## config.mk

```make
export PLATFORM = sky130hd
export DESIGN_NAME = trace_backpressure_buf_flat
export DESIGN_NICKNAME = d
export VERILOG_FILES = /design/src/rtl/trace_backpressure_buf_pkg.sv /design/src/rtl/trace_backpressure_buf_if.sv /design/src/rtl/trace_backpressure_buf_fifo.sv /design/src/rtl/trace_backpressure_buf.sv /design/src/flat_wrapper.sv
export SDC_FILE = /design/constraint.sdc
export NUM_CORES = 1
export LEC_CHECK = 0
export ABC_AREA = 1
export CAP_MARGIN = 25
export CELL_PAD_IN_SITES_DETAIL_PLACEMENT = 1
export CELL_PAD_IN_SITES_GLOBAL_PLACEMENT = 1
export CORE_MARGIN = 1.5
export CORE_UTILIZATION = 47
export CTS_CLUSTER_DIAMETER = 30
export DETAILED_ROUTE_END_ITERATION = 7
export PLACE_DENSITY = 0.9
export SLEW_MARGIN = 20
export SYNTH_ARGS = -nofsm -noshare
export SYNTH_HDL_FRONTEND = slang
export SYNTH_HIERARCHICAL = 1
export SYNTH_SLANG_ARGS = --single-unit
```

## constraint.sdc

```tcl
create_clock -name clk -period 4.4 [get_ports clk]
set_clock_uncertainty 0.15 [all_clocks]
set_input_delay 0.44 -clock clk [delete_from_list [all_inputs] [get_ports clk]]
set_output_delay 0.44 -clock clk [all_outputs]
set_load 0.01 [all_outputs]
```

## src/rtl/trace_backpressure_buf_pkg.sv

```systemverilog
// Shared trace definitions: packet tag values, backpressure FSM state and the
// overflow packet builder used by the trace backpressure stage.
package trace_pkg;

  localparam logic TRACE_TAG_SAMPLE = 1'b0;
  localparam logic TRACE_TAG_OVF    = 1'b1;
  localparam int   TRACE_MAX_W      = 64;

  typedef enum logic {PASS = 1'b0, LOSS = 1'b1} trace_state_e;

  // Zero-extended count with the overflow tag at bit tag_pos; caller truncates
  // the result to {tag, payload} width.
  function automatic logic [TRACE_MAX_W:0] trace_ovf_pkt(input logic [TRACE_MAX_W-1:0] cnt,
                                                         input logic [6:0]             tag_pos);
    logic [TRACE_MAX_W:0] pkt;
    pkt          = {1'b0, cnt};
    pkt[tag_pos] = TRACE_TAG_OVF;
    return pkt;
  endfunction

endpackage

```

## src/rtl/trace_backpressure_buf_if.sv

```systemverilog
// Sample-source / trace-FIFO handshake bundle for the backpressure stage.
interface trace_backpressure_buf_if #(parameter int sample_width_p = 16);
  logic [sample_width_p-1:0] sample_data;
  logic                      sample_valid;
  logic [sample_width_p:0]   fifo_data;
  logic                      fifo_valid;
  logic                      fifo_ready;
  logic                      in_loss;

  modport master (output sample_data, sample_valid, fifo_ready,
                  input  fifo_data, fifo_valid, in_loss);
  modport slave  (input  sample_data, sample_valid, fifo_ready,
                  output fifo_data, fifo_valid, in_loss);
endinterface

```

## src/rtl/trace_backpressure_buf_fifo.sv

```systemverilog
// Registered synchronous FIFO without bypass; head is the registered entry at
// the read pointer, so a push becomes visible one cycle later at the earliest.
module trace_sync_fifo #(
  parameter int width_p = 16,
  parameter int depth_p = 4
) (
  input  logic               clk,
  input  logic               rst,
  input  logic               push,
  input  logic [width_p-1:0] push_data,
  input  logic               pop,
  output logic               full,
  output logic               empty,
  output logic [width_p-1:0] head
);
  localparam int AW = $clog2(depth_p);

  logic [depth_p-1:0][width_p-1:0] mem_q, mem_d;
  logic [AW-1:0]                   wr_ptr_q, wr_ptr_d, rd_ptr_q, rd_ptr_d;
  logic [AW:0]                     cnt_q, cnt_d;

  assign full  = (cnt_q == (AW+1)'(depth_p));
  assign empty = (cnt_q == '0);
  assign head  = mem_q[rd_ptr_q];

  // Pointers wrap naturally because depth_p is a power of two.
  always_comb begin
    mem_d    = mem_q;
    wr_ptr_d = wr_ptr_q;
    rd_ptr_d = rd_ptr_q;
    if (push) begin
      mem_d[wr_ptr_q] = push_data;
      wr_ptr_d        = wr_ptr_q + AW'(1);
    end
    if (pop) rd_ptr_d = rd_ptr_q + AW'(1);
    cnt_d = cnt_q + (AW+1)'(push) - (AW+1)'(pop);
  end

  always_ff @(posedge clk) begin
    if (rst) begin
      wr_ptr_q <= '0;
      rd_ptr_q <= '0;
      cnt_q    <= '0;
    end else begin
      wr_ptr_q <= wr_ptr_d;
      rd_ptr_q <= rd_ptr_d;
      cnt_q    <= cnt_d;
    end
  end

  always_ff @(posedge clk) mem_q <= mem_d;

endmodule

```

## src/rtl/trace_backpressure_buf.sv

```systemverilog
// Trace backpressure stage: buffers samples through short stalls, then drops
// and counts them, reporting the loss with one in-order overflow packet.
module trace_backpressure_buf
  import trace_pkg::*;
#(
  parameter int sample_width_p  = 16,
  parameter int counter_width_p = 16,
  parameter int depth_p         = 4
) (
  input  logic                     clk,
  input  logic                     rst,
  trace_backpressure_buf_if.slave  bus
);

  if (sample_width_p < counter_width_p || counter_width_p > TRACE_MAX_W) begin : g_bad_width
    $error("trace_backpressure_buf: counter_width_p must fit in sample_width_p");
  end
  if (depth_p < 2 || (depth_p & (depth_p - 1)) != 0) begin : g_bad_depth
    $error("trace_backpressure_buf: depth_p must be a power of two >= 2");
  end

  trace_state_e               state_q, state_d;
  logic [counter_width_p-1:0] ctr_q, ctr_d;
  logic                       push, pop, full, empty;
  logic [sample_width_p-1:0]  head;
  logic                       ovf_pkt, accept;

  trace_sync_fifo #(.width_p(sample_width_p), .depth_p(depth_p)) u_fifo (
    .clk       (clk),
    .rst       (rst),
    .push      (push),
    .push_data (bus.sample_data),
    .pop       (pop),
    .full      (full),
    .empty     (empty),
    .head      (head)
  );

  // Overflow packet is only presented once every pre-drop sample has drained.
  assign ovf_pkt        = (state_q == LOSS) && empty;
  assign bus.fifo_valid = !empty || (state_q == LOSS);
  assign bus.in_loss    = (state_q == LOSS);
  assign accept         = bus.fifo_valid && bus.fifo_ready;
  assign pop            = accept && !empty;

  always_comb begin
    bus.fifo_data = '0;
    if (ovf_pkt)
      bus.fifo_data = (sample_width_p+1)'(trace_ovf_pkt(TRACE_MAX_W'(ctr_q), 7'(sample_width_p)));
    else if (!empty)
      bus.fifo_data = {TRACE_TAG_SAMPLE, head};
  end

  always_comb begin
    state_d = state_q;
    ctr_d   = ctr_q;
    push    = 1'b0;
    if (state_q == PASS) begin
      if (bus.sample_valid) begin
        if (!full || pop) begin
          push = 1'b1;
        end else begin
          ctr_d   = counter_width_p'(1);
          state_d = LOSS;
        end
      end
    end else if (accept && ovf_pkt) begin
      // The sample arriving with the accepted packet starts the new PASS epoch.
      ctr_d   = '0;
      state_d = PASS;
      push    = bus.sample_valid;
    end else if (bus.sample_valid && ctr_q != '1) begin
      ctr_d = ctr_q + counter_width_p'(1);
    end
  end

  always_ff @(posedge clk) begin
    if (rst) begin
      state_q <= PASS;
      ctr_q   <= '0;
    end else begin
      state_q <= state_d;
      ctr_q   <= ctr_d;
    end
  end

endmodule

```

## src/flat_wrapper.sv

```systemverilog
// flat-port wrapper written by rule: the top's interface ports become plain ports
module trace_backpressure_buf_flat import trace_pkg::*;
#(
  parameter int sample_width_p  = 16,
  parameter int counter_width_p = 16,
  parameter int depth_p         = 4
)
  (clk, rst, bus_sample_data, bus_sample_valid, bus_fifo_ready, bus_fifo_data, bus_fifo_valid, bus_in_loss);
  trace_backpressure_buf_if #(.sample_width_p(sample_width_p)) bus_i ();
  input  logic clk;
  input  logic rst;
  input wire logic [$bits(bus_i.sample_data)-1:0] bus_sample_data;
  input wire logic [$bits(bus_i.sample_valid)-1:0] bus_sample_valid;
  input wire logic [$bits(bus_i.fifo_ready)-1:0] bus_fifo_ready;
  output wire logic [$bits(bus_i.fifo_data)-1:0] bus_fifo_data;
  output wire logic [$bits(bus_i.fifo_valid)-1:0] bus_fifo_valid;
  output wire logic [$bits(bus_i.in_loss)-1:0] bus_in_loss;
  assign bus_i.sample_data = bus_sample_data;
  assign bus_i.sample_valid = bus_sample_valid;
  assign bus_i.fifo_ready = bus_fifo_ready;
  assign bus_fifo_data = bus_i.fifo_data;
  assign bus_fifo_valid = bus_i.fifo_valid;
  assign bus_in_loss = bus_i.in_loss;
  trace_backpressure_buf #(.sample_width_p(sample_width_p), .counter_width_p(counter_width_p), .depth_p(depth_p)) u_core (.clk(clk), .rst(rst), .bus(bus_i));
endmodule
```

==> results.txt <==
The number of fillers in the final layout is 1027. The deepest clock path buffer count came out at 2. For this run, the total global-route usage over all layers was measured as 0.239. The number of nets in the synthesized netlist came out at just over 500. The worst setup path is of the flip-flop to flip-flop kind. The final period demand of the worst path came out at between 3 and 4 ns.

The worst setup path is captured at a flip-flop. The first TritonRoute pass finished after 6 iterations. The internal power of the cells is around 1700 uW.

Summed over all layers, the global routing overflow is 0. The peak supply drop is between 0.2 and 0.3 mV. The arrival time at the worst endpoint came out at approximately 3.4 ns.

The number of cells upsized or downsized after cts is 0. After clock tree synthesis, the flow added hold-fix buffers numbering 0. The largest net degree at the start of global routing came out at slightly below 70. The die covers just under 10000 sq um. The wire length on met3 is 306 um. The mean post-synth cell area came out at roughly 9 sq um. The share of final-layout standard cells stronger than drive strength 1 came out at 0.0750. The highest attainable clock frequency came out at about 280 MHz. Setup repair after global routing left no endpoint under its margin. The count of final hold-check violations came out at 0. After floorplanning, the core was divided into 34 placement rows. After clock tree synthesis, the setup repair step added 0 buffers. The routed design has about 11 mm of wire. The worst hold path belongs to the class flip-flop to flip-flop. The chip width came out at 99.0 um. The TritonCTS clock tree is built.

0 antenna diodes ended up in the layout. The cell area after synthesis came out at roughly 4300 sq um. The run finished, with violations left. The switching component of the power came out at 964 uW. The number of CTS-inserted buffers is 9.

The number of nets in the layout is between 500 and 600. The length of routed met2 wiring came out at 5.78 mm. The final reports fail on design-rule violations. The DRC violation total after the first TritonRoute iteration came out at roughly 130. The post-synthesis sequential element count came out at 88. The count of clock tree sinks came out at about 90. In this run the standard cell core region covers 8810 sq um. The post-synthesis instance total came out at around 480. The deepest level of the CTS H-tree is 3. The startpoint class of the critical path is a flip-flop.

The met1 routed wirelength after detailed routing came out at between 4 and 5 mm. Counting distinct cell types in the post-synthesis netlist gives 27. The cell leakage power is between 0.0015 and 0.002 uW. Measured against its own limit, the worst slew margin works out to 0.392. The sum of net half-perimeters after detailed placement came out at between 7 and 8 mm. The congestion estimate from routability-driven global placement came to roughly 0.87. The share of total power in combinational logic is 0.346.

Data on the critical path is required at its endpoint by 4.25 ns. The sequential power share came out at 0.416. The power density over cell area came out at roughly 540 nW/um^2. At the pin with the least slew margin, the transition time is approximately 0.91 ns. The wire length of the first global-routing pass came out at 17.8 mm.

The detail-routed net length per standard cell came out at 17.4 um. The number of slew-limit violations in the final report came out at 0. The total number of vias came out at between 3000 and 4000. The post-route clock period utilization is 0.810.

For this run, the share of the core covered by cells in the final layout is 0.564. After detailed routing, the number of remaining DRC violations is 1. The initial antenna violation count is 0. The total of endpoints with negative setup slack in the final report is 0.

The sequential element share of the synthesized area came out at 0.555. The root buffer cell chosen for the clock tree is clkbuf_8. The routed via count divided by cell count came out at 5.38. The maximum fanout along the worst path came out at 17. In this run the count of I/O pins placed on the die edge is 39. The pre-CTS worst setup slack is just over 1 ns. The number of placed instances, taps included, is 611. The post-route non-filler standard cell count came out at 628.

The highest layer touched by signal routing is met4. The via count of the first global-routing pass came out at roughly 3600. The final worst setup slack came out at about 0.84 ns. The latest clock arrival within the worst-skew pair is about 0.36 ns. The switching power as a share of total power came out at 0.360. The clock edge transition at the registers on the reported setup and hold paths is around 0.090 ns. The share of total power dissipated in the clock network is 0.238. For the final routed database, the setup TNS stands at 0 ns.

The antenna violation net count after detailed routing is 0. The number of buffers added on ports is 38. In this run the vertical extent of the chip is around 99 um. The initial utilization of the core area, before any placement, comes to 0.492. The area growth from synthesis to layout is 14.7%. The tool flagged a number of max-cap violations equal to 0. The warning count from the yosys run came out at 6.
sequential cells by signal, summed over array words and instances, names as in the netlist:
register / flops
u_core/bus.in_loss: 1
u_core/ctr_q: 16
u_core/u_fifo/cnt_q: 3
u_core/u_fifo/mem_q: 64
u_core/u_fifo/rd_ptr_q: 2
u_core/u_fifo/wr_ptr_q: 2
routing by layer:
layer,track usage,vias to the layer above
met5,0,-
met4,0.0945,0
met3,0.0397,27
met2,0.434,62
met1,0.282,1654
li1,-,1638
metrics by stage:
stage | area [sq um] | total power [uW] | hold WS (ns)
floorplan | 4330 | 1660 | 0.333
global placement | 4720 | 1970 | 0.356
detailed placement | 4720 | 2040 | 0.371
CTS | 4940 | 2690 | 0.385
global route | 4970 | 2830 | 0.412
finish | 4970 | 2680 | 0.384
cell families (layout without fill, tap and decap cells):
| logic type | count (synthesis) | after routing | synth area share |
|---|---|---|---|
| and+or+nand+nor | 199 | 199 | 0.206 |
| DFF | 88 | 88 | 0.555 |
| adders and majority gates | 8 | 8 | 0.0249 |
| AOI/OAI and AO/OA | 87 | 87 | 0.113 |
| buffers and inverters | 101 | 138 | 0.101 |
synth_stat cells (all sizes together):
master  instances  area, sq um
dfxtp          24          480
fa              1         20.0
nand3          37          220
nor2           47          204
nand4           2         12.5
edfxtp         64         1920
o21ai          43          226
buf            15          114
nor4            1         6.26
clkbuf          4         15.0
nand2         111          444
ha              7         87.6
o211ai         16          120
inv            82          308
nor3            1         5.00
a21oi          27          135
a22o            1         8.76
final timing paths:
check | start | to | slack, ns | depth (start not counted)
max reg2reg | u_core/u_fifo/cnt_q[1] | u_core/u_fifo/mem_q[56] | 0.84 | 11
min reg2reg | u_core/ctr_q[9] | u_core/ctr_q[9] | 0.38 | 2
min | u_core/ctr_q[9] | u_core/ctr_q[9] | 0.38 | 2
max | u_core/u_fifo/cnt_q[1] | u_core/u_fifo/mem_q[56] | 0.84 | 11
critical path: stages, from the launching register on:
cell     delay, ns
dfxtp_1       0.34
inv_1         0.10
nand2_1       0.10
nor2_1        0.23
nand2_1       0.35
nor2_2        0.33
nor2_4        0.14
inv_1         0.11
nand2_1       0.06
a21oi_1       0.49
nand2_1       0.20
inv_1         0.59
placed cells by master, fill, tap and decap left out, types with 7 or more instances in the layout:
cell type,instances
edfxtp_1,64
nand3_2,7
clkbuf_8,9
nand2_1,106
a21oi_1,27
ha_1,7
dfxtp_1,22
nand3_1,30
inv_1,80
clkdlybuf4s50_1,38
o211ai_1,16
nor2_1,42
o21ai_0,39
power by group through the flow:
stage | clock network (uW) | registers, uW | logic, uW
floorplan | 0 | 1080 | 584
global placement | 0 | 1140 | 827
detailed placement | 0 | 1160 | 875
CTS | 647 | 1140 | 894
global route | 677 | 1130 | 1030
finish | 638 | 1120 | 927
area by class of cell:
cell class                      count  area (sq um)  area share
Clock buffer                       10           128      0.0257
Inverter                           82           308      0.0620
Multi-Input combinational cell    294          1490       0.300
Sequential cell                    88          2400       0.484
Clock inverter                      6          92.6      0.0186
Timing Repair Buffer               40           408      0.0821
Tap cell                          108           135      0.0272
(Power assumes the default switching activity.)
